$ cat config.mk
export PLATFORM = sky130hd
export DESIGN_NAME = shru_save_engine_flat
export DESIGN_NICKNAME = d
export VERILOG_FILES = /design/src/rtl/shru_save_engine_if.sv /design/src/rtl/shru_save_engine.sv /design/src/flat_wrapper.sv
export SDC_FILE = /design/constraint.sdc
export NUM_CORES = 2
export LEC_CHECK = 0
export ABC_AREA = 1
export CAP_MARGIN = 20
export CORE_MARGIN = 2
export CORE_UTILIZATION = 45
export CTS_BUF_LIST = sky130_fd_sc_hd__clkbuf_8 sky130_fd_sc_hd__clkbuf_16
export DETAILED_ROUTE_END_ITERATION = 7
export SLEW_MARGIN = 20
export SYNTH_ARGS = -nofsm -noshare
export SYNTH_HDL_FRONTEND = slang
export SYNTH_SLANG_ARGS = --single-unit
$ cat constraint.sdc
create_clock -name clk_i -period 28.9 [get_ports clk_i]
set_input_delay 5.78 -clock clk_i [delete_from_list [all_inputs] [get_ports clk_i]]
set_output_delay 5.78 -clock clk_i [all_outputs]
set_load 0.05 [all_outputs]
$ cat src/rtl/shru_save_engine_if.sv
// Bundle for the shadow-register save engine: save request side, store stream to the
// data-cache store port, and the load-unit page-offset conflict query.
interface shru_save_engine_if #(
   parameter int XLEN   = 64,
   parameter int NrRegs = 4,
   parameter int LvlW   = 5
);
   logic                   save_i;
   logic [XLEN-1:0]        sp_i;
   logic [XLEN-1:0]        mepc_i;
   logic [XLEN-1:0]        mcause_i;
   logic [NrRegs*XLEN-1:0] regs_i;
   logic                   ready_o;
   logic [XLEN-1:0]        next_sp_o;
   logic [LvlW-1:0]        save_level_o;
   logic                   req_valid_o;
   logic [XLEN-1:0]        req_addr_o;
   logic [XLEN-1:0]        req_data_o;
   logic                   req_gnt_i;
   logic                   done_o;
   logic [11:0]            page_offset_i;
   logic                   page_offset_match_o;

   modport slave (
      input  save_i, sp_i, mepc_i, mcause_i, regs_i, req_gnt_i, page_offset_i,
      output ready_o, next_sp_o, save_level_o, req_valid_o, req_addr_o, req_data_o,
             done_o, page_offset_match_o
   );

   modport master (
      output save_i, sp_i, mepc_i, mcause_i, regs_i, req_gnt_i, page_offset_i,
      input  ready_o, next_sp_o, save_level_o, req_valid_o, req_addr_o, req_data_o,
             done_o, page_offset_match_o
   );
endinterface

$ cat src/rtl/shru_save_engine.sv
// Nested interrupt-entry save engine: queues mepc/mcause/shadow-GPR frames below sp and
// streams them out one word per grant, flagging load page offsets that hit pending words.
module shru_save_engine #(
   parameter int XLEN      = 64,
   parameter int NrRegs    = 4,
   parameter int NestDepth = 4,
   parameter int LvlW      = 5
) (
   input logic               clk_i,
   input logic               rst_ni,
   shru_save_engine_if.slave bus
);
   localparam int NWORDS  = NrRegs + 2;
   localparam int WB      = XLEN / 8;
   localparam int FRAME_B = NWORDS * WB;
   localparam int PW      = $clog2(NestDepth);
   localparam int WCW     = $clog2(NWORDS);
   localparam int OL      = $clog2(WB);
   localparam int OW      = 12 - OL;

   logic [XLEN-1:0]   q_base [NestDepth];
   logic [XLEN-1:0]   q_data [NestDepth][NWORDS];
   logic [PW:0]       wr_ptr, rd_ptr, occ;
   logic [PW-1:0]     wr_idx, rd_idx;
   logic [WCW-1:0]    wcnt;
   logic              full, empty, accept, grant, last, pop, done_q;
   logic [XLEN-1:0]   frame_base;
   logic [NWORDS-1:0] head_keep;
   logic [NestDepth*NWORDS-1:0] pend;
   logic              unused_po;

   assign wr_idx     = wr_ptr[PW-1:0];
   assign rd_idx     = rd_ptr[PW-1:0];
   assign occ        = wr_ptr - rd_ptr;
   assign empty      = (wr_ptr == rd_ptr);
   assign full       = (wr_ptr[PW] != rd_ptr[PW]) && (wr_idx == rd_idx);
   assign accept     = bus.save_i && !full;
   assign grant      = bus.req_gnt_i && !empty;
   assign last       = (wcnt == WCW'(NWORDS - 1));
   assign pop        = grant && last;
   assign frame_base = bus.sp_i - XLEN'(FRAME_B);

   assign bus.ready_o      = !full;
   assign bus.next_sp_o    = frame_base;
   assign bus.save_level_o = LvlW'(occ);
   assign bus.req_valid_o  = !empty;
   assign bus.req_addr_o   = empty ? '0 : q_base[rd_idx] + (XLEN'(wcnt) << OL);
   assign bus.req_data_o   = empty ? '0 : q_data[rd_idx][wcnt];
   assign bus.done_o       = done_q;

   // Frame payload needs no reset: it is only observed through occupied slots.
   always_ff @(posedge clk_i) begin
      if (accept) begin
         q_base[wr_idx]    <= frame_base;
         q_data[wr_idx][0] <= bus.mepc_i;
         q_data[wr_idx][1] <= bus.mcause_i;
         for (int r = 0; r < NrRegs; r++) begin
            q_data[wr_idx][r+2] <= bus.regs_i[r*XLEN +: XLEN];
         end
      end
   end

   always_ff @(posedge clk_i or negedge rst_ni) begin
      if (!rst_ni) begin
         wr_ptr <= '0;
         rd_ptr <= '0;
         wcnt   <= '0;
         done_q <= 1'b0;
      end else begin
         if (accept) wr_ptr <= wr_ptr + 1'b1;
         if (pop)    rd_ptr <= rd_ptr + 1'b1;
         if (grant)  wcnt   <= last ? '0 : wcnt + 1'b1;
         done_q <= pop;
      end
   end

   // Head-frame words at or above wcnt are still pending (thermometer mask).
   assign head_keep = ~((NWORDS'(1) << wcnt) - NWORDS'(1));

   for (genvar j = 0; j < NestDepth; j++) begin : g_slot
      logic [PW-1:0] rel;
      logic          live, head;
      assign rel  = PW'(j) - rd_idx;
      assign live = ({1'b0, rel} < occ);
      assign head = (rel == '0);
      for (genvar k = 0; k < NWORDS; k++) begin : g_word
         logic [OW-1:0] waddr;
         // k*WB has no bits below OL, so word index adds straight into the upper offset.
         assign waddr = q_base[j][11:OL] + OW'(k);
         assign pend[j*NWORDS+k] = live && (!head || head_keep[k]) &&
                                   (waddr == bus.page_offset_i[11:OL]);
      end
   end

   assign bus.page_offset_match_o = |pend;
   assign unused_po = ^bus.page_offset_i[OL-1:0];
endmodule

$ cat src/flat_wrapper.sv
// flat-port wrapper written by rule: the top's interface ports become plain ports
module shru_save_engine_flat 
#(
   parameter int XLEN      = 64,
   parameter int NrRegs    = 4,
   parameter int NestDepth = 4,
   parameter int LvlW      = 5
)
  (clk_i, rst_ni, bus_save_i, bus_sp_i, bus_mepc_i, bus_mcause_i, bus_regs_i, bus_req_gnt_i, bus_page_offset_i, bus_ready_o, bus_next_sp_o, bus_save_level_o, bus_req_valid_o, bus_req_addr_o, bus_req_data_o, bus_done_o, bus_page_offset_match_o);
  shru_save_engine_if #(.XLEN(XLEN), .NrRegs(NrRegs), .LvlW(LvlW)) bus_i ();
  input logic clk_i;
  input logic rst_ni;
  input wire logic [$bits(bus_i.save_i)-1:0] bus_save_i;
  input wire logic [$bits(bus_i.sp_i)-1:0] bus_sp_i;
  input wire logic [$bits(bus_i.mepc_i)-1:0] bus_mepc_i;
  input wire logic [$bits(bus_i.mcause_i)-1:0] bus_mcause_i;
  input wire logic [$bits(bus_i.regs_i)-1:0] bus_regs_i;
  input wire logic [$bits(bus_i.req_gnt_i)-1:0] bus_req_gnt_i;
  input wire logic [$bits(bus_i.page_offset_i)-1:0] bus_page_offset_i;
  output wire logic [$bits(bus_i.ready_o)-1:0] bus_ready_o;
  output wire logic [$bits(bus_i.next_sp_o)-1:0] bus_next_sp_o;
  output wire logic [$bits(bus_i.save_level_o)-1:0] bus_save_level_o;
  output wire logic [$bits(bus_i.req_valid_o)-1:0] bus_req_valid_o;
  output wire logic [$bits(bus_i.req_addr_o)-1:0] bus_req_addr_o;
  output wire logic [$bits(bus_i.req_data_o)-1:0] bus_req_data_o;
  output wire logic [$bits(bus_i.done_o)-1:0] bus_done_o;
  output wire logic [$bits(bus_i.page_offset_match_o)-1:0] bus_page_offset_match_o;
  assign bus_i.save_i = bus_save_i;
  assign bus_i.sp_i = bus_sp_i;
  assign bus_i.mepc_i = bus_mepc_i;
  assign bus_i.mcause_i = bus_mcause_i;
  assign bus_i.regs_i = bus_regs_i;
  assign bus_i.req_gnt_i = bus_req_gnt_i;
  assign bus_i.page_offset_i = bus_page_offset_i;
  assign bus_ready_o = bus_i.ready_o;
  assign bus_next_sp_o = bus_i.next_sp_o;
  assign bus_save_level_o = bus_i.save_level_o;
  assign bus_req_valid_o = bus_i.req_valid_o;
  assign bus_req_addr_o = bus_i.req_addr_o;
  assign bus_req_data_o = bus_i.req_data_o;
  assign bus_done_o = bus_i.done_o;
  assign bus_page_offset_match_o = bus_i.page_offset_match_o;
  shru_save_engine #(.XLEN(XLEN), .NrRegs(NrRegs), .NestDepth(NestDepth), .LvlW(LvlW)) u_core (.clk_i(clk_i), .rst_ni(rst_ni), .bus(bus_i));
endmodule
==> reports/metrics.csv <==
stage;metric;value;unit
floorplan;core_area;172000;sq um
sta;fin_setup_tns;0;ns
routing;ant_nets;0;
floorplan;die_w;420;um
sta;hold_violations;0;
run;max-cap-violations;0;
routing;dr_total_vias;55300;
pwr;power.total;10.7;mW
logic_synthesis;ys_async_sr_fraction;0.00555;
worst_setup_path;cp_max_fo;5;
sta;tightest_slew;1.14;ns
clock_tree;clk_pin_slew;0.06;ns
floorplan;start_util;0.454;
logic_synthesis;synth_cells;6942;
clock_tree;ctsHoldBuffers;0;
floorplan;die_area;177000;sq um
placed_design;dp_hpwl;154;mm
logic_synthesis;synth_fa_ha_area_frac;0.00837;
grt;grt_max_degree;212;
routing;wl_per_cell;24.4;um
sta;clock_skew;0.0340;ns
finish;post_route_cells_drive_above_1_share;0.0539;
sta;fin_crit;15.51;ns
logic_synthesis;ys_ff_latch;1802;
logic_synthesis;synth_edf_count;1792;
logic_synthesis;yosysWarnings;0;
logic_synthesis;avgSynthCellArea;11.2;sq um
clock_tree;cts_buffers;185;
grt;grtUsageTotal;0.270;
logic_synthesis;synth-xor-area-share;0.0154;
finish;fin_nets;7996;
clock_tree;cts_tree;done;
routing;drt-pass1-iter-count;6;
logic_synthesis;syn-cell-area;78000;sq um
sta;final-setup-viol-count;0;
finish;finalCoreUtilization;0.538;
logic_synthesis;ys_types;50;
sta;max_freq;0.0645;GHz
sta;slew_headroom;0.239;
logic_synthesis;yosys.area_share.simple;0.153;
clock_tree;post_cts_resized;0;
logic_synthesis;synth_ff_type;edfxtp_1;
logic_synthesis;synth_compound_area_frac;0.0950;
min_path;hold_path.class;flip-flop to flip-flop;
run_status;status;complete, no violations;
placed_design;place_inst;9604;
finish;area_growth;18.5;%
clock_tree;root_buffer;clkbuf_16;
grt;grt_antenna_before_repair;115;
sta;grt_setup_unrepaired;false;
finish;instances_no_fill;9992;
pwr;powerDensity;116;nW/um^2
placed_design;gp_congestion;0.930;
clock_tree;ctsLongestPathBuffers;3;
logic_synthesis;synth_seq_area_share;0.693;
clock_tree;cts_setup_buffers;0;
sta;hold_ws;0.499;ns
sta;slew_viol_final;0;
worst_setup_path;critPathArrivalTime;9.73;ns
sta;setup_slack;13.39;ns
worst_setup_path;cp.required;23.12;ns
routing;drc;0;
logic_synthesis;synth_top_family_by_area;simple AND/OR/NAND/NOR gates;
placed_design;port_buffers;659;
pwr;total_leakage_power;31.8;nW
finish;final_area;92500;sq um
grt;grt_overflow;0;
clock_tree;clock_sinks;1802;
worst_setup_path;path_class;primary input to output port;
routing;via_per_inst;5.54;
grt;grt_pass1_wl;350;mm
worst_setup_path;cp-start-kind;primary input;
placed_design;place_area;86500;sq um
grt;first_global_vias;51700;
logic_synthesis;synth_mux_area_frac;0;
pwr;ir_drop;0.000115;V
clock_tree;htreeDepth;4;
routing;wl;244;mm
worst_setup_path;end_kind;output port;
sta;finalCritPeriodShare;0.537;
clock_tree;clkLatencyLatePin;0.84;ns
floorplan;ios;665;
placed_design;pre_cts_ws;13.36;ns
routing;first_iter_violations;4782;
floorplan;dieHeight;420;um
floorplan;placement_rows;152;
kinds of logic after synthesis:
family / Yosys count
buffers and inverters: 640
adders and majority gates: 51
DFF: 1802
and+or+nand+nor: 2955
AOI/OAI and AO/OA: 1356
xor gates and xnor gates: 137
other: 1
power breakdown:
group / switching (mW) / leakage [nW] / internal, mW
combinational: 3.52 / 12.3 / 1.22
sequential: 0.153 / 16.5 / 3.51
clock: 1.00 / 3.00 / 1.31
total: 4.67 / 31.8 / 6.03
flip-flops by register name, summed over array words and instances (netlist names):
name,cells
u_core.rd_ptr,3
u_core.bus.done_o,1
u_core.q_base,256
u_core.wcnt,3
u_core.wr_ptr,3
u_core.q_data,1536
area by class of cell:
class,instances,area (sq um)
Fill cell,14900,79400
Sequential cell,1802,54100
Multi-Input combinational cell,4501,21300
Timing Repair Buffer,727,7220
Clock buffer,192,4790
Tap cell,2310,2890
Clock inverter,143,1080
Inverter,264,1030
Antenna cell,53,133
routing by layer:
layer	up-vias	global-route usage	routed length, um
li1	25700	-	-
met1	27000	0.335	94800
met2	2019	0.445	121000
met3	496	0.0505	16200
met4	60	0.148	12100
met5	-	0	388
cell usage in the layout (no fill, tap or decap), drive strengths merged, types with 3 or more instances in the layout:
| master | count |
|---|---|
| clkinvlp | 3 |
| inv | 298 |
| nand3 | 239 |
| and2 | 3 |
| clkdlybuf4s50 | 659 |
| edfxtp | 1792 |
| buf | 68 |
| xor2 | 80 |
| diode | 53 |
| nand3b | 7 |
| a221oi | 13 |
| a31oi | 62 |
| xnor2 | 57 |
| a21oi | 48 |
| o211ai | 4 |
| nand4 | 76 |
| o22ai | 362 |
| bufinv | 12 |
| or2 | 5 |
| clkinv | 94 |
| ha | 49 |
| o21ai | 854 |
| a41oi | 4 |
| nor2 | 1212 |
| clkbuf | 192 |
| nand2 | 1356 |
| nor3 | 47 |
| dfrtp | 10 |
| nor4 | 7 |
Yosys cell counts, drive strengths merged (3+ instances only):
master	count	area [sq um]
edfxtp	1792	53800
nand2	1356	5140
nor2	1212	4680
o21ai	854	4270
o22ai	362	2260
inv	262	988
clkbuf	242	908
nand3	239	1210
buf	134	868
xor2	80	701
nand4	76	482
a31oi	62	388
xnor2	57	499
ha	49	613
a21oi	48	240
nor3	47	250
a221oi	13	114
dfrtp	10	250
nand3b	7	52.6
nor4	7	43.8
or2	5	31.3
a41oi	4	35.0
o211ai	4	30.0
and2	3	18.8
critical path, cell delays in order:
cell and delay [ns]:
clkdlybuf4s50_1 0.47, nor2_1 0.13, nand3_1 0.16, inv_1 0.11
nand4_1 0.16, nor3_1 0.64, nand2_1 0.36, nor2_1 0.28
nand4_1 0.18, xor2_1 0.53, clkdlybuf4s50_1 0.94
worst paths after layout:
path / start / to / slack (ns) / cells after the start
setup / recovery: bus_sp_i[8] / bus_next_sp_o[57] / 13.39 / 11
hold / removal: u_core.wr_ptr[2]$_DFFE_PN0P_ / u_core.wr_ptr[2]$_DFFE_PN0P_ / 0.50 / 1
setup reg to reg: u_core.rd_ptr[0]$_DFFE_PN0P_ / u_core.q_data[0][139]$_DFFE_PP_ / 22.10 / 9
hold reg to reg: u_core.wr_ptr[2]$_DFFE_PN0P_ / u_core.wr_ptr[2]$_DFFE_PN0P_ / 0.50 / 1
max in group asynchronous: rst_ni / u_core.rd_ptr[1]$_DFFE_PN0P_ / 23.14 / 1
min in group asynchronous: rst_ni / u_core.rd_ptr[0]$_DFFE_PN0P_ / 5.32 / 1
Note: power is estimated with default switching activity, not from simulation.
